===== src/rtl/decode_pkg.sv =====
// Shared types for the RISC-V decode stage: enums, opcode constants, the decoded
// bundle and immediate extraction helpers.
package decode_pkg;

    typedef enum logic [3:0] {
        ExNop    = 4'd0,
        ExAdd    = 4'd1,
        ExSub    = 4'd2,
        ExSll    = 4'd3,
        ExSlt    = 4'd4,
        ExXor    = 4'd5,
        ExSrl    = 4'd6,
        ExSra    = 4'd7,
        ExOr     = 4'd8,
        ExAnd    = 4'd9,
        ExMul    = 4'd10,
        ExMulh   = 4'd11,
        ExDiv    = 4'd12,
        ExRem    = 4'd13,
        ExBranch = 4'd14,
        ExAuipc  = 4'd15
    } ex_op_t;

    typedef enum logic [2:0] {
        BrEq   = 3'd0,
        BrNe   = 3'd1,
        BrLt   = 3'd2,
        BrGe   = 3'd3,
        BrLtu  = 3'd4,
        BrGeu  = 3'd5,
        BrJal  = 3'd6,
        BrJalr = 3'd7
    } branch_t;

    typedef enum logic [2:0] {
        SizeByte         = 3'd0,
        SizeHalf         = 3'd1,
        SizeWord         = 3'd2,
        SizeDouble       = 3'd3,
        SizeUnsignedWord = 3'd4,
        SizeUnsignedHalf = 3'd5,
        SizeUnsignedByte = 3'd6
    } mem_size_t;

    typedef enum logic [2:0] {
        MemNone      = 3'd0,
        MemLoad      = 3'd1,
        MemStore     = 3'd2,
        MemWriteback = 3'd3,
        MemEcall     = 3'd4
    } mem_op_t;

    localparam logic [6:0] OpcOpImm   = 7'h13;
    localparam logic [6:0] OpcOpImm32 = 7'h1b;
    localparam logic [6:0] OpcOp      = 7'h33;
    localparam logic [6:0] OpcOp32    = 7'h3b;
    localparam logic [6:0] OpcLui     = 7'h37;
    localparam logic [6:0] OpcAuipc   = 7'h17;
    localparam logic [6:0] OpcJal     = 7'h6f;
    localparam logic [6:0] OpcJalr    = 7'h67;
    localparam logic [6:0] OpcBranch  = 7'h63;
    localparam logic [6:0] OpcLoad    = 7'h03;
    localparam logic [6:0] OpcStore   = 7'h23;
    localparam logic [6:0] OpcSystem  = 7'h73;

    localparam logic [1:0] UnsUnsigned = 2'd1;
    localparam logic [1:0] UnsMixed    = 2'd2;

    // imm is always carried at 64 bits; the top truncates to XLEN.
    typedef struct packed {
        ex_op_t     ex_opcode;
        branch_t    branch_type;
        logic [4:0] r1_reg;
        logic [4:0] r2_reg;
        logic [4:0] dst_reg;
        logic [63:0] imm;
        logic       is_word_op;
        logic [1:0] unsigned_op;
        logic       imm_or_reg2;
        mem_op_t    mem_opcode;
        mem_size_t  mem_operation_size;
        logic       ecall;
        logic       illegal;
    } decoded_t;

    function automatic logic [63:0] imm_i(input logic [31:0] i);
        return {{52{i[31]}}, i[31:20]};
    endfunction

    function automatic logic [63:0] imm_s(input logic [31:0] i);
        return {{52{i[31]}}, i[31:25], i[11:7]};
    endfunction

    function automatic logic [63:0] imm_b(input logic [31:0] i);
        return {{51{i[31]}}, i[31], i[7], i[30:25], i[11:8], 1'b0};
    endfunction

    function automatic logic [63:0] imm_u(input logic [31:0] i);
        return {{32{i[31]}}, i[31:12], 12'd0};
    endfunction

    function automatic logic [63:0] imm_j(input logic [31:0] i);
        return {{43{i[31]}}, i[31], i[19:12], i[20], i[30:21], 1'b0};
    endfunction

endpackage


===== src/rtl/decode_fields.sv =====
// Combinational RISC-V instruction decoder producing the execute/memory control
// bundle; disabled or unknown encodings collapse to an all-zero bundle with illegal set.
module decode_fields
    import decode_pkg::*;
#(
    parameter int unsigned XLEN  = 64,
    parameter bit          HAS_M = 1'b1
) (
    input  logic [31:0] instruction,
    output decoded_t    decoded
);

    localparam bit Rv32 = (XLEN == 32);

    logic [6:0] opcode;
    logic [2:0] funct3;
    logic [6:0] funct7;
    logic [4:0] rd;
    logic [4:0] rs1;
    logic [4:0] rs2;
    logic       word;
    logic       bad;

    assign opcode = instruction[6:0];
    assign rd     = instruction[11:7];
    assign funct3 = instruction[14:12];
    assign rs1    = instruction[19:15];
    assign rs2    = instruction[24:20];
    assign funct7 = instruction[31:25];
    assign word   = (opcode == OpcOpImm32) || (opcode == OpcOp32);

    always_comb begin
        decoded = '0;
        bad     = 1'b0;
        case (opcode)
            OpcOpImm, OpcOpImm32: begin
                decoded.r1_reg      = rs1;
                decoded.dst_reg     = rd;
                decoded.imm         = imm_i(instruction);
                decoded.imm_or_reg2 = 1'b1;
                decoded.is_word_op  = word;
                decoded.mem_opcode  = MemWriteback;
                case (funct3)
                    3'd0: decoded.ex_opcode = ExAdd;
                    3'd1, 3'd5: begin
                        decoded.imm       = {58'd0, instruction[25:20]};
                        decoded.ex_opcode = (funct3 == 3'd1) ? ExSll :
                                            (instruction[30] ? ExSra : ExSrl);
                        // Bit 30 selects SRAI; bit 25 is shamt[5], only valid on RV64 non-word.
                        if (instruction[31] || instruction[29:26] != 4'd0 ||
                            (instruction[30] && funct3 == 3'd1)) bad = 1'b1;
                        if (instruction[25] && (word || Rv32)) bad = 1'b1;
                    end
                    3'd2: decoded.ex_opcode = ExSlt;
                    3'd3: begin
                        decoded.ex_opcode   = ExSlt;
                        decoded.unsigned_op = UnsUnsigned;
                    end
                    3'd4: decoded.ex_opcode = ExXor;
                    3'd6: decoded.ex_opcode = ExOr;
                    default: decoded.ex_opcode = ExAnd;
                endcase
                if (word && !(funct3 inside {3'd0, 3'd1, 3'd5})) bad = 1'b1;
                if (word && Rv32) bad = 1'b1;
            end
            OpcOp, OpcOp32: begin
                decoded.r1_reg     = rs1;
                decoded.r2_reg     = rs2;
                decoded.dst_reg    = rd;
                decoded.is_word_op = word;
                decoded.mem_opcode = MemWriteback;
                case (funct7)
                    7'h00: begin
                        case (funct3)
                            3'd0: decoded.ex_opcode = ExAdd;
                            3'd1: decoded.ex_opcode = ExSll;
                            3'd2: decoded.ex_opcode = ExSlt;
                            3'd3: begin
                                decoded.ex_opcode   = ExSlt;
                                decoded.unsigned_op = UnsUnsigned;
                            end
                            3'd4: decoded.ex_opcode = ExXor;
                            3'd5: decoded.ex_opcode = ExSrl;
                            3'd6: decoded.ex_opcode = ExOr;
                            default: decoded.ex_opcode = ExAnd;
                        endcase
                        if (word && !(funct3 inside {3'd0, 3'd1, 3'd5})) bad = 1'b1;
                    end
                    7'h20: begin
                        if (funct3 == 3'd0) decoded.ex_opcode = ExSub;
                        else if (funct3 == 3'd5) decoded.ex_opcode = ExSra;
                        else bad = 1'b1;
                    end
                    7'h01: begin
                        case (funct3)
                            3'd0: decoded.ex_opcode = ExMul;
                            3'd1: decoded.ex_opcode = ExMulh;
                            3'd2: begin
                                decoded.ex_opcode   = ExMulh;
                                decoded.unsigned_op = UnsMixed;
                            end
                            3'd3: begin
                                decoded.ex_opcode   = ExMulh;
                                decoded.unsigned_op = UnsUnsigned;
                            end
                            3'd4: decoded.ex_opcode = ExDiv;
                            3'd5: begin
                                decoded.ex_opcode   = ExDiv;
                                decoded.unsigned_op = UnsUnsigned;
                            end
                            3'd6: decoded.ex_opcode = ExRem;
                            default: begin
                                decoded.ex_opcode   = ExRem;
                                decoded.unsigned_op = UnsUnsigned;
                            end
                        endcase
                        if (!HAS_M || (word && funct3 inside {3'd1, 3'd2, 3'd3})) bad = 1'b1;
                    end
                    default: bad = 1'b1;
                endcase
                if (word && Rv32) bad = 1'b1;
            end
            OpcLui, OpcAuipc: begin
                decoded.dst_reg     = rd;
                decoded.imm         = imm_u(instruction);
                decoded.imm_or_reg2 = 1'b1;
                decoded.mem_opcode  = MemWriteback;
                decoded.ex_opcode   = (opcode == OpcLui) ? ExAdd : ExAuipc;
            end
            OpcJal: begin
                decoded.dst_reg     = rd;
                decoded.imm         = imm_j(instruction);
                decoded.imm_or_reg2 = 1'b1;
                decoded.mem_opcode  = MemWriteback;
                decoded.ex_opcode   = ExBranch;
                decoded.branch_type = BrJal;
            end
            OpcJalr: begin
                decoded.r1_reg      = rs1;
                decoded.dst_reg     = rd;
                decoded.imm         = imm_i(instruction);
                decoded.imm_or_reg2 = 1'b1;
                decoded.mem_opcode  = MemWriteback;
                decoded.ex_opcode   = ExBranch;
                decoded.branch_type = BrJalr;
                if (funct3 != 3'd0) bad = 1'b1;
            end
            OpcBranch: begin
                decoded.r1_reg    = rs1;
                decoded.r2_reg    = rs2;
                decoded.imm       = imm_b(instruction);
                decoded.ex_opcode = ExBranch;
                case (funct3)
                    3'd0: decoded.branch_type = BrEq;
                    3'd1: decoded.branch_type = BrNe;
                    3'd4: decoded.branch_type = BrLt;
                    3'd5: decoded.branch_type = BrGe;
                    3'd6: begin
                        decoded.branch_type = BrLtu;
                        decoded.unsigned_op = UnsUnsigned;
                    end
                    3'd7: begin
                        decoded.branch_type = BrGeu;
                        decoded.unsigned_op = UnsUnsigned;
                    end
                    default: bad = 1'b1;
                endcase
            end
            OpcLoad: begin
                decoded.r1_reg      = rs1;
                decoded.dst_reg     = rd;
                decoded.imm         = imm_i(instruction);
                decoded.imm_or_reg2 = 1'b1;
                decoded.ex_opcode   = ExAdd;
                decoded.mem_opcode  = MemLoad;
                case (funct3)
                    3'd0: decoded.mem_operation_size = SizeByte;
                    3'd1: decoded.mem_operation_size = SizeHalf;
                    3'd2: decoded.mem_operation_size = SizeWord;
                    3'd3: begin
                        decoded.mem_operation_size = SizeDouble;
                        if (Rv32) bad = 1'b1;
                    end
                    3'd4: decoded.mem_operation_size = SizeUnsignedByte;
                    3'd5: decoded.mem_operation_size = SizeUnsignedHalf;
                    3'd6: begin
                        decoded.mem_operation_size = SizeUnsignedWord;
                        if (Rv32) bad = 1'b1;
                    end
                    default: bad = 1'b1;
                endcase
            end
            OpcStore: begin
                decoded.r1_reg      = rs1;
                decoded.r2_reg      = rs2;
                decoded.imm         = imm_s(instruction);
                decoded.imm_or_reg2 = 1'b1;
                decoded.ex_opcode   = ExAdd;
                decoded.mem_opcode  = MemStore;
                case (funct3)
                    3'd0: decoded.mem_operation_size = SizeByte;
                    3'd1: decoded.mem_operation_size = SizeHalf;
                    3'd2: decoded.mem_operation_size = SizeWord;
                    3'd3: begin
                        decoded.mem_operation_size = SizeDouble;
                        if (Rv32) bad = 1'b1;
                    end
                    default: bad = 1'b1;
                endcase
            end
            OpcSystem: begin
                // ECALL and EBREAK only; CSR accesses are not supported here.
                if (funct3 == 3'd0 && rs1 == 5'd0 && rd == 5'd0 &&
                    instruction[31:21] == 11'd0) begin
                    decoded.ecall      = 1'b1;
                    decoded.mem_opcode = MemEcall;
                end else begin
                    bad = 1'b1;
                end
            end
            default: bad = 1'b1;
        endcase
        if (bad) begin
            decoded         = '0;
            decoded.illegal = 1'b1;
        end
    end

endmodule


===== src/rtl/pipeline_decode_buffered.sv =====
// Registered decode stage with valid/ready handshake, an output register plus one
// skid entry, bubble squashing and synchronous flush.
module pipeline_decode_buffered
    import decode_pkg::*;
#(
    parameter int unsigned XLEN        = 64,
    parameter bit          HAS_M       = 1'b1,
    parameter logic [31:0] BUBBLE_INSN = 32'd90
) (
    input  logic            clk,
    input  logic            reset,
    input  logic            flush,
    input  logic            in_valid,
    output logic            in_ready,
    input  logic [31:0]     instruction,
    input  logic [XLEN-1:0] instruction_pc,
    output logic            out_valid,
    input  logic            out_ready,
    output logic [XLEN-1:0] out_pc,
    output logic [3:0]      ex_opcode,
    output logic [2:0]      branch_type,
    output logic [4:0]      r1_reg,
    output logic [4:0]      r2_reg,
    output logic [4:0]      dst_reg,
    output logic [XLEN-1:0] imm,
    output logic            is_word_op,
    output logic [1:0]      unsigned_op,
    output logic            imm_or_reg2,
    output logic [2:0]      mem_opcode,
    output logic [2:0]      mem_operation_size,
    output logic            ecall,
    output logic            illegal
);

    typedef struct packed {
        logic [XLEN-1:0] pc;
        decoded_t        dec;
    } entry_t;

    decoded_t in_dec;
    entry_t   in_entry;
    entry_t   out_q, out_d;
    entry_t   skid_q, skid_d;
    logic     out_valid_q, out_valid_d;
    logic     skid_valid_q, skid_valid_d;
    logic     write;
    logic     out_free;

    decode_fields #(
        .XLEN  (XLEN),
        .HAS_M (HAS_M)
    ) u_fields (
        .instruction (instruction),
        .decoded     (in_dec)
    );

    assign in_entry = {instruction_pc, in_dec};
    assign in_ready = !skid_valid_q;
    // A bubble still completes the handshake but never occupies an entry.
    assign write    = in_valid && in_ready && (instruction != BUBBLE_INSN);
    assign out_free = !out_valid_q || out_ready;

    always_comb begin
        out_d        = out_q;
        skid_d       = skid_q;
        out_valid_d  = out_valid_q;
        skid_valid_d = skid_valid_q;
        if (flush) begin
            out_valid_d  = 1'b0;
            skid_valid_d = 1'b0;
        end else if (out_free) begin
            if (skid_valid_q) begin
                out_d        = skid_q;
                out_valid_d  = 1'b1;
                skid_valid_d = 1'b0;
            end else begin
                out_valid_d = write;
                if (write) out_d = in_entry;
            end
        end else if (write) begin
            skid_d       = in_entry;
            skid_valid_d = 1'b1;
        end
    end

    always_ff @(posedge clk or posedge reset) begin
        if (reset) begin
            out_q        <= '0;
            skid_q       <= '0;
            out_valid_q  <= 1'b0;
            skid_valid_q <= 1'b0;
        end else begin
            out_q        <= out_d;
            skid_q       <= skid_d;
            out_valid_q  <= out_valid_d;
            skid_valid_q <= skid_valid_d;
        end
    end

    assign out_valid          = out_valid_q;
    assign out_pc             = out_q.pc;
    assign ex_opcode          = out_q.dec.ex_opcode;
    assign branch_type        = out_q.dec.branch_type;
    assign r1_reg             = out_q.dec.r1_reg;
    assign r2_reg             = out_q.dec.r2_reg;
    assign dst_reg            = out_q.dec.dst_reg;
    assign imm                = out_q.dec.imm[XLEN-1:0];
    assign is_word_op         = out_q.dec.is_word_op;
    assign unsigned_op        = out_q.dec.unsigned_op;
    assign imm_or_reg2        = out_q.dec.imm_or_reg2;
    assign mem_opcode         = out_q.dec.mem_opcode;
    assign mem_operation_size = out_q.dec.mem_operation_size;
    assign ecall              = out_q.dec.ecall;
    assign illegal            = out_q.dec.illegal;

endmodule


===== config.mk =====
export PLATFORM = sky130hd
export DESIGN_NAME = pipeline_decode_buffered
export DESIGN_NICKNAME = d
export VERILOG_FILES = /design/src/rtl/decode_pkg.sv /design/src/rtl/decode_fields.sv /design/src/rtl/pipeline_decode_buffered.sv
export SDC_FILE = /design/constraint.sdc
export NUM_CORES = 1
export LEC_CHECK = 0
export CORE_MARGIN = 5
export CORE_UTILIZATION = 55
export DETAILED_ROUTE_END_ITERATION = 10
export GPL_TIMING_DRIVEN = 1
export MAX_ROUTING_LAYER = met4
export PLACE_DENSITY = 0.85
export SLEW_MARGIN = 20
export SYNTH_ARGS = -nofsm -noshare
export SYNTH_HDL_FRONTEND = slang
export SYNTH_SLANG_ARGS = --single-unit

===== constraint.sdc =====
create_clock -name clk -period 20.5 [get_ports clk]
set_input_delay 2.05 -clock clk [delete_from_list [all_inputs] [get_ports clk]]
set_output_delay 2.05 -clock clk [all_outputs]
set_load 0.1 [all_outputs]

# Yosys cells after proc, flatten, opt, wreduce, memory -nomap -nowiden

Cells that the tools add are included.

Register bits after elaboration: 326
Input port bits: 101
Output and inout bits: 164
Word-level logic and storage cells: 161

Eq/ne operators: 22
Muxes and demuxes: 55
Bitwise logic cells: 2
Reduce and logical (&&, ||, !) cells: 52

Operators by type and width:

| operator                                                               | count |
|---|---|
| 64-bit case mux with 6 select lines                                    | 1 |
| 162-bit 2-to-1 mux                                                     | 2 |
| 98-bit 2-to-1 mux                                                      | 1 |
| 64-bit 2-to-1 mux                                                      | 1 |
| 4-bit case mux with 5 select lines                                     | 2 |
| 7-bit by 6-bit equality test with 1-bit output (second input constant) | 5 |
| 32-bit by 7-bit != test with 1-bit output (second input constant)      | 1 |
| 7-bit equality test (second input constant)                            | 4 |
| 1-bit 2-to-1 mux                                                       | 26 |
| 4-bit case mux with 6 select lines                                     | 1 |
| 8-bit OR reduction                                                     | 3 |
| 7-bit by 5-bit equality test with 1-bit output (second input constant) | 3 |
| 3-bit case mux with 3 select lines                                     | 2 |
| 3-bit case mux with 6 select lines                                     | 1 |
| 2-bit OR reduction                                                     | 9 |
| 4-bit OR reduction                                                     | 4 |
| 5-bit 2-to-1 mux                                                       | 3 |
| 3-bit case mux with 5 select lines                                     | 1 |
| 3-bit equality test (second input constant)                            | 4 |
| 4-bit 2-to-1 mux                                                       | 3 |
| 2-bit case mux with 3 select lines                                     | 2 |
| 3-bit case mux with 4 select lines                                     | 1 |
| 4-bit case mux with 3 select lines                                     | 1 |
| 3-bit nonzero test                                                     | 4 |
| 24 further kinds                                                       | 46 |

# Logic depth before layout (Yosys ltp)

Gate-level depths: netlist (run 1).

Word-level depth: 11
Mapped depth: 11
Gate-level depth less buffers: 8

# Hierarchy

From an unflattened synthesis (run 1), not the netlist that was laid out.

Cells, all modules: 1555
Area, all modules: 15961.6 µm²

By module, submodules not included:

| module                   | instances | cells an instance | area an instance (µm²) | seq. area each (µm²) |
|---|---|---|---|---|
| pipeline_decode_buffered | 1         | 1244              | 14113.5                | 8157.8 |
| decode_fields            | 1         | 311               | 1848.0                 | 0.0 |

# Worst setup path before layout (run 1)

OpenSTA, ideal clock, no wires.

Kind: input-to-reg
Start point: input instruction[14]
End point: register skid_q[91] in the netlist's numbering
Library setup time: 0.092 ns
Data arrival time: 3.969 ns
Data required time: 20.408 ns
Slack: 16.439 ns
Stages on the path: 11
Cells stage by stage: clkbuf_1 inv_1 ha_1 nor4b_1 a31oi_1 o32a_1 o2111ai_2 or3_1 buf_6 buf_8 o31ai_2

Cells in the longest elaborated chain, start to end: 9

RTL lines:

| what                                           | line                           | source |
|---|---|---|
| start, declared                                | pipeline_decode_buffered.sv:15 | `input logic [31:0] instruction,` |
| 3-bit by 1-bit equality test with 1-bit output | -                              |  |
| 1-bit logical AND                              | decode_fields.sv:51            | `(instruction[30] && funct3 == 3'd1)) bad = 1'b1;` |
| 1-bit logical OR                               | decode_fields.sv:50            | `if (instruction[31] \|\| instruction[29:26] != 4'd0 \|\|` |
| 1-bit 2-to-1 mux                               | decode_fields.sv:50            |  |
| 1-bit 2-to-1 mux                               | decode_fields.sv:52            | `if (instruction[25] && (word \|\| Rv32)) bad = 1'b1;` |
| 1-bit 2-to-1 mux                               | decode_fields.sv:43            | `case (funct3)` |
| 1-bit 2-to-1 mux                               | decode_fields.sv:63            | `if (word && !(funct3 inside {3'd0, 3'd1, 3'd5})) bad = 1'b1;` |
| 1-bit case mux with 8 select lines             | decode_fields.sv:35            | `case (opcode)` |
| 98-bit 2-to-1 mux                              | decode_fields.sv:223           | `if (bad) begin` |
| end signal, assigned                           | pipeline_decode_buffered.sv:94 | `skid_q <= skid_d;` |
| end, declared                                  | pipeline_decode_buffered.sv:43 | `entry_t skid_q, skid_d;` |

Parallel ways exist; a longest one is shown, timed or not.
A chain may end at the register's enable or synchronous reset.

# Worst setup path in the final report (run 1)

Start point: input instruction[2]
End point: register skid_q[6] in the netlist's numbering

Cells in the longest elaborated chain, start to end: 8

RTL lines:

| what                                                                                                                    | line                                     | source |
|---|---|---|
| 7-bit by 5-bit equality test with 1-bit output / 7-bit by 6-bit equality test with 1-bit output (equally long branches) | decode_fields.sv:30, decode_fields.sv:35 |  |
| 1-bit logical OR                                                                                                        | decode_fields.sv:30                      | `assign word = (opcode == OpcOpImm32) \|\| (opcode == OpcOp32);` |
| 1-bit logical AND                                                                                                       | decode_fields.sv:52                      |  |
| 1-bit 2-to-1 mux                                                                                                        | decode_fields.sv:52                      |  |
| 1-bit 2-to-1 mux                                                                                                        | decode_fields.sv:43                      |  |
| 1-bit 2-to-1 mux                                                                                                        | decode_fields.sv:63                      |  |
| 1-bit case mux with 8 select lines                                                                                      | decode_fields.sv:35                      |  |
| 98-bit 2-to-1 mux                                                                                                       | decode_fields.sv:223                     |  |

Parallel ways exist; a longest one is shown, timed or not.

==> summary.txt, run 1 <==
Worst setup path
  – WS Path Type: in2reg
  – CP dominant cell by count: buf_4
  – Worst EP required: 20.92 ns
  – Critical R2R Launch: skid_valid_q$_DFFE_PP0P_
  – Crit path to: skid_q[6]$_DFFE_PP0P_
  – Worst setup EP type: register
  – Stages on the worst setup path: 9
  – Buf/Inv on CP: 3
  – FF-to-FF path depth: 5
  – Worst setup SP type: input port
  – CP top delay family: buffers and inverters
  – Maximum fanout along the worst path: 72
  – Worst Setup SP: instruction[2]
  – CP Cell Sequence: clkdlybuf4s50_1, nor2b_1, nand3_1, o41ai_1, or4_4, buf_4, buf_4, nand2_1, o31ai_1
  – R2r endpoint: skid_q[6]$_DFFE_PP0P_
  – Flop-to-flop setup slack: 16.55 ns
  – Worst path max stage delay: 0.83 ns
  – Worst path slowest cell: buf_4
  – Critical path arrival: 6.82 ns

Timing
  – Final setup viols: 0
  – Final clock skew: 0.02210 ns
  – Max-Slew Margin vs Limit: 0.2801
  – Period utilisation layout: 0.3120
  – Setup TNS: 0 ns
  – Worst-Margin Slew: 1.076 ns
  – Final min period: 6.395 ns
  – Max Clock Freq: 156.4 MHz
  – WHS: 0.4733 ns
  – Final Max Tran Viols: 0
  – Final Hold Viols: 0
  – RSZ-0062 raised after global routing: false

Route
  – DR DRC count: 0
  – Vias per cell: 6.014
  – Initial DRC Count: 998
  – Wire per inst: 20.74 um
  – Post-route ant nets: 0
  – Total length of routed wires: 38100 um
  – Vias: 11050
  – DRT Pass-1 Iters: 6

Clock network
  – Clock Latency Late Sink: 0.55 ns
  – Root Buffer: clkbuf_16
  – Clk sinks: 262
  – Clock transition at path regs: 0.06 ns
  – Clk buf depth: 3
  – CTS Hold Buffers Added: 0
  – Htree depth: 1
  – Resized cells post-CTS: 0
  – Post-CTS Repair Setup Buffers: 0
  – TritonCTS clock tree: done
  – Inserted Clock Buffers: 27

Layout
  – Final core occ: 0.7054
  – Antenna diode count: 0
  – Largest register FFs: 130
  – Fillcell total: 1686
  – Layout Area Growth over Synthesis: 25.58%
  – Largest Register: skid_q
  – Fraction of layout cells with a size suffix above 1: 0.07345
  – Fin nets: 1642

Run status
  – Status: finished, final reports clean

Power and ir drop
  – Leakage: 6.785 nW
  – VDD IR max: 0.00008930 V
  – Overall power: 1.663 mW
  – Pwr dens: 103.8 nW/um^2

Synthesis
  – Fraction of registers with async set/reset: 1.000
  – #FFs+latches synth: 262
  – Avg Cell Area, Syn: 9.359 um^2
  – Top post-synthesis cells by count: nand2_1 (380), dfrtp_1 (262), a21oi_1 (85)
  – EDFF count, synth: 0
  – Share of the synthesized area in the top cell type: 0.5140
  – Top cells by area, synth: dfrtp_1 (51%), nand2_1 (11%), mux2i_1 (5.7%)
  – Ys flop type: dfrtp_1
  – Top-count cell post-synth: nand2_1
  – Sequential share of the synthesized area: 0.5140
  – Mapped Area: 12760 um^2
  – Warnings, synthesis: 0
  – Post-Synthesis Net Count: 1470
  – Post-synth top area cell: dfrtp_1
  – Mapped Cells: 1363
  – Synth unique cells: 73

Place
  – Buffers on Ports: 264
  – Dpl hpwl: 25680 um
  – Global placement routability congestion: 0.9396

Global route
  – Global route overflow: 0
  – First-pass GRT wire length: 59090 um
  – Vias in the first global route: 10760
  – All-Layer GR Usage: 0.2859
  – Number of antenna violations at the first check in global routing: 0
  – Largest net degree at the start of global routing: 131

Floorplanning
  – Initial core utilization: 0.5617
  – Chip height: 162.3 um
  – Core Rows: 55
  – Die X: 162.3 um
  – Die area: 26340 um^2
  – Core area: 22710 um^2
  – IO Count: 265

Min path
  – Hold crit path type: reg2reg

Run
  – Max cap viols: 0
==> how the worst min path moves through the flow <==
| stage | slack [ns] | cells after the start | startpoint | end |
|---|---|---|---|---|
| 5_1_grt | 0.50 | 2 | skid_q[109]$_DFFE_PP0P_ | skid_q[109]$_DFFE_PP0P_ |
| 4_1_cts | 0.48 | 2 | skid_q[77]$_DFFE_PP0P_ | skid_q[77]$_DFFE_PP0P_ |
| 3_5_place_dp | 0.46 | 2 | skid_q[108]$_DFFE_PP0P_ | skid_q[108]$_DFFE_PP0P_ |
| 2_1_floorplan | 0.44 | 2 | skid_q[77]$_DFFE_PP0P_ | skid_q[77]$_DFFE_PP0P_ |
| 3_3_place_gp | 0.45 | 2 | skid_q[94]$_DFFE_PP0P_ | skid_q[94]$_DFFE_PP0P_ |
| 6_report | 0.47 | 2 | skid_q[153]$_DFFE_PP0P_ | skid_q[153]$_DFFE_PP0P_ |
==> through the flow <==
| step | area (um^2) | std cells | setup WS, ns |
|---|---|---|---|
| after floorplan | 12760 | 1363 | 11.24 |
| after global placement | 15140 | 1791 | 13.89 |
| after detailed placement | 15140 | 1791 | 13.76 |
| after CTS | 16020 | 1837 | 14.25 |
| after global routing | 16020 | 1837 | 13.84 |
| final | 16020 | 1837 | 14.10 |
==> power by group <==
| part | internal, mW | switching (mW) | total (mW) |
|---|---|---|---|
| clock network | 0.277 | 0.203 | 0.480 |
| logic | 0.128 | 0.432 | 0.560 |
| registers | 0.580 | 0.0433 | 0.623 |
==> cells by family after synthesis <==
logic type | Yosys count | synth area share
adder cells (fa/ha/maj) | 6 | 0.005885
AO/OA/AOI/OAI | 324 | 0.1744
flip-flops | 262 | 0.5140
AND/OR/NAND/NOR | 557 | 0.1871
XOR/XNOR | 1 | 0.0006867
multiplexers | 74 | 0.05817
buffers and inverters | 139 | 0.05983
==> area by class of cell <==
type | instances | area, um^2 | share of cell area
clock inverters | 6 | 47.55 | 0.002968
well taps | 285 | 356.6 | 0.02226
clock buffers | 40 | 824.5 | 0.05147
inverters | 7 | 33.78 | 0.002109
flip-flops and latches | 262 | 6560 | 0.4095
multi-input cells | 962 | 5468 | 0.3413
repair buffers | 275 | 2729 | 0.1704
==> metal layers <==
layer,part of all wire,GRT usage,vias up
li1,-,-,5005
met1,0.40,0.3804,5369
met2,0.48,0.4426,562
met3,0.080,0.04897,112
met4,0.043,0.1111,0
met5,0,-,-
==> worst min-delay path, stage by stage, from the launching register on <==
cell     delay (ns)
dfrtp_1        0.34
nand2_1        0.05
nand2_1        0.05
==> placed cells by master, fill, tap and decap left out, drive strengths merged, types with 8 or more instances in the layout <==
cell type      instances
nand2                380
clkdlybuf4s50        264
dfrtp                262
o21ai                 86
a21oi                 85
mux2i                 73
nor2                  70
o31ai                 63
clkbuf                40
o22ai                 37
nand3                 24
and2                  16
or3                   13
nor3                  13
o211ai                12
buf                   11
nor2b                  8
Note: power is estimated with default switching activity, not from simulation.
==> run 2, diff against run 1 <==
--- a/config.mk
+++ b/config.mk
@@ -6,11 +6,11 @@
 export NUM_CORES = 1
 export LEC_CHECK = 0
 export CORE_MARGIN = 5
-export CORE_UTILIZATION = 55
+export CORE_UTILIZATION = 47
 export DETAILED_ROUTE_END_ITERATION = 10
 export GPL_TIMING_DRIVEN = 1
 export MAX_ROUTING_LAYER = met4
-export PLACE_DENSITY = 0.85
+export PLACE_DENSITY = 0.77
 export SLEW_MARGIN = 20
 export SYNTH_ARGS = -nofsm -noshare
 export SYNTH_HDL_FRONTEND = slang
==> constraint.sdc (replaced) <==
create_clock -name clk -period 5.5 [get_ports clk]
set_input_delay 0.55 -clock clk [delete_from_list [all_inputs] [get_ports clk]]
set_output_delay 0.55 -clock clk [all_outputs]
set_load 0.1 [all_outputs]
==> summary.txt, run 2 (synthesis results as in run 1) <==
Timing
  – RSZ-0062 raised after global routing: false (unchanged)
  – Final Max Tran Viols: 0 (unchanged)
  – Final clock skew: 0.01009 ns (was 0.02210 ns)
  – Period utilisation layout: 0.6442
  – Worst-Margin Slew: 1.101 ns (was 1.076 ns)
  – Setup TNS: 0 ns (unchanged)
  – Max Clock Freq: 282.2 MHz
  – Final min period: 3.543 ns
  – Max-Slew Margin vs Limit: 0.2660 (was 0.2801)
  – Final Hold Viols: 0 (unchanged)
  – Final setup viols: 0 (unchanged)
  – WHS: 0.4721 ns (was 0.4733 ns)

Worst setup path
  – Worst setup SP type: input port (unchanged)
  – WS Path Type: in2reg (unchanged)
  – Worst setup EP type: register (unchanged)
  – Maximum fanout along the worst path: 51 (was 72)
  – Critical path arrival: 3.99 ns (was 6.82 ns)
  – Flop-to-flop setup slack: 2.75 ns (was 16.55 ns)
  – Worst EP required: 5.94 ns (was 20.92 ns)

Route
  – Vias: 10850 (was 11050)
  – Initial DRC Count: 1101 (was 998)
  – Post-route ant nets: 0 (unchanged)
  – Vias per cell: 5.714 (was 6.014)
  – Wire per inst: 19.89 um (was 20.74 um)
  – DRT Pass-1 Iters: 5 (was 6)
  – DR DRC count: 0 (unchanged)
  – Total length of routed wires: 37770 um (was 38100 um)

Place
  – Buffers on Ports: 264 (unchanged)
  – Dpl hpwl: 25430 um (was 25680 um)
  – Global placement routability congestion: 0.9203 (was 0.9396)
  – Placed instance count: 1850 (was 1791)

Layout
  – Largest register FFs: 130 (unchanged)
  – Antenna diode count: 0 (unchanged)
  – Largest Register: skid_q (unchanged)
  – Layout Area Growth over Synthesis: 27.29% (was 25.58%)
  – Commonest non-fill, non-tap cell in the layout: nand2_1 (unchanged)
  – Non-Filler Instances: 1899 (was 1837)
  – Fin nets: 1646 (was 1642)
  – Fillcell total: 2285 (was 1686)
  – Fraction of layout cells with a size suffix above 1: 0.07445 (was 0.07345)
  – Most frequent cells in the layout: nand2_1 (380), clkdlybuf4s50_1 (264), dfrtp_1 (261) (unchanged)

Clock network
  – Root Buffer: clkbuf_16 (unchanged)
  – Inserted Clock Buffers: 28 (was 27)
  – Clock transition at path regs: 0.06 ns (about the same)
  – Post-CTS Repair Setup Buffers: 0 (unchanged)
  – Clock Latency Late Sink: 0.54 ns (was 0.55 ns)
  – Clk buf depth: 3 (unchanged)
  – Clk sinks: 262 (unchanged)
  – CTS Hold Buffers Added: 0 (unchanged)
  – Htree depth: 1 (unchanged)
  – TritonCTS clock tree: done (unchanged)
  – Resized cells post-CTS: 0 (unchanged)

Global route
  – Vias in the first global route: 10730 (was 10760)
  – Met1 GRT Util: 0.3368 (was 0.3804)
  – Top Usage Layer GRT: met2 (unchanged)
  – First-pass GRT wire length: 59890 um (was 59090 um)
  – Number of antenna violations at the first check in global routing: 0 (unchanged)
  – Met3 usage: 0.03613 (was 0.04897)
  – Global route overflow: 0 (unchanged)
  – Largest net degree at the start of global routing: 137 (was 131)
  – Global routing usage on met2: 0.3839 (was 0.4426)
  – All-Layer GR Usage: 0.2462 (was 0.2859)

Power and ir drop
  – VDD IR max: 0.0002212 V (was 0.00008930 V)
  – Overall power: 6.296 mW (was 1.663 mW)
  – Leakage: 6.846 nW (was 6.785 nW)
  – Pwr dens: 387.8 nW/um^2 (was 103.8 nW/um^2)

Floorplanning
  – Die area: 30540 um^2 (was 26340 um^2)
  – Core area: 26880 um^2 (was 22710 um^2)
  – Chip height: 174.7 um (was 162.3 um)
  – Core Rows: 60 (was 55)
  – Initial core utilization: 0.4746 (was 0.5617)
  – Die X: 174.7 um (was 162.3 um)
  – IO Count: 265 (unchanged)

Min path
  – Hold crit path type: reg2reg (unchanged)

Run
  – Max cap viols: 0 (unchanged)

Run status
  – Status: finished, final reports clean (unchanged)
run 2: cell count changes in the layout (fill, tap and decap cells not counted), moves of 2 or more:
| cell | before | now |
|---|---|---|
| clkbuf_1 | 3 | 8 |
| clkinv_2 | 4 | 2 |
| clkbuf_8 | 10 | 8 |
| buf_12 | 0 | 6 |
| buf_4 | 10 | 8 |
| bufinv_16 | 0 | 2 |
run 2: worst paths after layout:
path | depth (start not counted) | from | endpoint
max in group asynchronous | 3 | reset | skid_valid_q$_DFFE_PP0P_
min reg2reg | 2 | skid_q[94]$_DFFE_PP0P_ | skid_q[94]$_DFFE_PP0P_
min in group asynchronous | 3 | reset | r2_reg[4]$_DFFE_PP0P_
max reg2reg | 5 | skid_valid_q$_DFFE_PP0P_ | skid_q[7]$_DFFE_PP0P_
max | 8 | instruction[2] | imm[8]$_DFFE_PP0P_
min | 2 | skid_q[94]$_DFFE_PP0P_ | skid_q[94]$_DFFE_PP0P_
run 2: worst max-delay path, stage by stage:
cell and delay (ns):
clkdlybuf4s50_1 0.87, nor2b_1 0.46, nand3_1 0.16, a21oi_1 0.32, o32a_2 0.85, buf_4 0.47, a21oi_1 0.10, o22ai_1 0.18
run 2: area by class of cell:
type | instances | area (um^2) | share of cell area
clock buffers | 44 | 840.8 | 0.05178
repair buffers | 278 | 2823 | 0.1738
multi-input cells | 962 | 5470 | 0.3369
flip-flops and latches | 262 | 6560 | 0.4040
inverters | 7 | 30.03 | 0.001849
clock inverters | 5 | 86.33 | 0.005317
well taps | 341 | 426.7 | 0.02628
run 2: routing by layer:
layer / up-vias / routed length (um)
li1: 5031 / -
met5: - / 0
met2: 413 / 17870
met1: 5335 / 16200
met3: 71 / 2435
met4: 0 / 1264
run 2: through the flow:
step	util	worst slack [ns]	area, um^2
floorplan	-	1.494	12760
global placement	0.5696	1.527	15310
detailed placement	0.5696	1.500	15310
CTS	0.6041	2.011	16230
global route	0.6041	1.632	16240
finish	0.6041	1.957	16240
run 2: report_power, final:
part	switching, mW	total, mW	leakage [nW]	internal, mW
clock	0.754	1.89	0.455	1.13
combinational	1.61	2.09	3.00	0.483
sequential	0.154	2.32	3.39	2.16
==> run 3, diff against run 2 <==
==> constraint.sdc (replaced) <==
create_clock -name clk -period 3.2 [get_ports clk]
set_input_delay 0.32 -clock clk [delete_from_list [all_inputs] [get_ports clk]]
set_output_delay 0.32 -clock clk [all_outputs]
set_load 0.1 [all_outputs]
==> summary.txt, run 3 (synthesis results as in run 1) <==
Timing
  – Final Max Tran Viols: 0 (unchanged)
  – Max-Slew Margin vs Limit: 0.3032 (was 0.2660)
  – RSZ-0062 raised after global routing: false (unchanged)
  – Final setup viols: 0 (unchanged)
  – Final min period: 2.604 ns
  – Worst-Margin Slew: 1.042 ns (was 1.101 ns)
  – WHS: 0.3311 ns (was 0.4721 ns)
  – Setup TNS: 0 ns (unchanged)
  – Period utilisation layout: 0.8137
  – Max Clock Freq: 384.1 MHz
  – Final Hold Viols: 0 (unchanged)
  – Final WS setup: 0.5963 ns (was 1.957 ns)
  – Final clock skew: 0.01943 ns (was 0.01009 ns)

Layout
  – Commonest non-fill, non-tap cell in the layout: nand2_1 (unchanged)
  – Largest register FFs: 130 (unchanged)
  – Fraction of layout cells with a size suffix above 1: 0.1353 (was 0.07445)
  – Fin nets: 1689 (was 1646)
  – Most frequent cells in the layout: nand2_1 (380), dfrtp_1 (261), clkdlybuf4s50_1 (213) (was nand2_1 (380), clkdlybuf4s50_1 (264), dfrtp_1 (261))
  – Final core occ: 0.6178 (was 0.6041)
  – Layout Area Growth over Synthesis: 30.17% (was 27.29%)
  – Fillcell total: 2210 (was 2285)
  – Non-Filler Instances: 1946 (was 1899)
  – Final Cell Area: 16600 um^2 (was 16240 um^2)
  – Largest Register: skid_q (unchanged)

Floorplanning
  – Chip height: 174.7 um (unchanged)
  – Core Rows: 60 (unchanged)
  – Initial core utilization: 0.4746 (unchanged)
  – Die area: 30540 um^2 (unchanged)
  – Core area: 26880 um^2 (unchanged)
  – Die X: 174.7 um (unchanged)
  – IO Count: 265 (unchanged)

Worst setup path
  – FF-to-FF path depth: 6 (was 5)
  – Worst EP required: 3.63 ns (was 5.94 ns)
  – Critical path arrival: 3.03 ns (was 3.99 ns)
  – Worst setup SP type: input port (unchanged)
  – Worst setup EP type: register (unchanged)
  – Critical R2R Launch: skid_valid_q$_DFFE_PP0P_ (unchanged)
  – Flop-to-flop setup slack: 1.13 ns (was 2.75 ns)
  – WS Path Type: in2reg (unchanged)
  – R2r endpoint: dst_reg[2]$_DFFE_PP0P_ (was skid_q[7]$_DFFE_PP0P_)
  – Maximum fanout along the worst path: 43 (was 51)

Clock network
  – Root Buffer: clkbuf_16 (unchanged)
  – Htree depth: 1 (unchanged)
  – Clock Latency Late Sink: 0.54 ns (about the same)
  – Resized cells post-CTS: 0 (unchanged)
  – Clk sinks: 262 (unchanged)
  – Post-CTS Repair Setup Buffers: 0 (unchanged)
  – Clk buf depth: 3 (unchanged)
  – TritonCTS clock tree: done (unchanged)
  – Clock transition at path regs: 0.06 ns (about the same)
  – CTS Hold Buffers Added: 0 (unchanged)
  – Inserted Clock Buffers: 28 (unchanged)

Run
  – Max cap viols: 0 (unchanged)

Place
  – Pre-CTS WS: 0.1370 ns (was 1.500 ns)
  – Dpl hpwl: 26600 um (was 25430 um)
  – Placed instance count: 1893 (was 1850)
  – Placed Area: 15640 um^2 (was 15310 um^2)
  – Buffers on Ports: 264 (unchanged)
  – Global placement routability congestion: 0.9211 (was 0.9203)

Power and ir drop
  – Pwr dens: 655.8 nW/um^2 (was 387.8 nW/um^2)
  – Overall power: 10.89 mW (was 6.296 mW)
  – Leakage: 7.196 nW (was 6.846 nW)
  – VDD IR max: 0.0004028 V (was 0.0002212 V)

Route
  – DRT Pass-1 Iters: 5 (unchanged)
  – Initial DRC Count: 1198 (was 1101)
  – Vias: 10890 (was 10850)
  – DR DRC count: 0 (unchanged)
  – Total length of routed wires: 37970 um (was 37770 um)
  – Post-route ant nets: 0 (unchanged)
  – Vias per cell: 5.598 (was 5.714)
  – Wire per inst: 19.51 um (was 19.89 um)

Global route
  – Vias in the first global route: 10840 (was 10730)
  – Global route overflow: 0 (unchanged)
  – All-Layer GR Usage: 0.2473 (was 0.2462)
  – Number of antenna violations at the first check in global routing: 1 (was 0)
  – Largest net degree at the start of global routing: 116 (was 137)
  – First-pass GRT wire length: 60060 um (was 59890 um)

Run status
  – Status: finished, final reports clean (unchanged)

Min path
  – Hold crit path type: in2reg (was reg2reg)
  – Hold path start: instruction_pc[54] (was skid_q[94]$_DFFE_PP0P_)
  – Hold Crit Depth: 3 (was 2)
  – Worst hold endpoint: skid_q[152]$_DFFE_PP0P_ (was skid_q[94]$_DFFE_PP0P_)
run 3: changes by cell type in the layout (fill, tap and decap cells not counted), moves of 3 or more:
cell,delta
buf_12,+11
buf_4,+83
clkbuf_1,-5
clkbuf_8,+3
clkdlybuf4s50_1,-51
run 3: final cells by class:
class	count	area [um^2]	area share
Antenna cell	1	2.502	0.0001507
Clock buffer	42	863.3	0.05199
Clock inverter	10	98.84	0.005953
Inverter	7	30.03	0.001808
Multi-Input combinational cell	962	5468	0.3293
Sequential cell	262	6560	0.3951
Tap cell	341	426.7	0.02570
Timing Repair Buffer	321	3156	0.1900
run 3: report_power, final:
part	total (mW)	switching (mW)	internal (mW)	leakage, nW
registers	3.97	0.258	3.72	3.39
clock network	3.29	1.34	1.95	0.473
logic	3.63	2.78	0.846	3.34
total	10.9	4.38	6.51	7.20
run 3: layer usage:
metal | GRT usage | wire length, um | vias to the layer above
li1 | - | - | 5117
met1 | 0.3337 | 16290 | 5250
met2 | 0.3852 | 17770 | 453
met3 | 0.03613 | 2462 | 73
met4 | 0.08773 | 1442 | 0
met5 | - | 0 | -
run 3: critical path, cell delays in order:
cell	delay [ns]
clkdlybuf4s50_1	0.85
nor2_1	0.15
a31oi_1	0.25
o32a_1	0.24
o2111ai_2	0.16
or3_2	0.53
buf_12	0.23
o31ai_2	0.26
run 3: worst max-delay path by stage:
stage,from,to,slack (ns),cells after the start
after global routing,instruction[5],skid_q[17]$_DFFE_PP0P_,0.50,8
after floorplan,reset,branch_type[0]$_DFFE_PP0P_,-0.58,1
final,instruction[5],skid_q[26]$_DFFE_PP0P_,0.60,8
after CTS,instruction[5],skid_q[26]$_DFFE_PP0P_,0.66,8
after global placement,instruction[4],skid_q[96]$_DFFE_PP0P_,0.16,9
after detailed placement,instruction[5],skid_q[26]$_DFFE_PP0P_,0.14,8
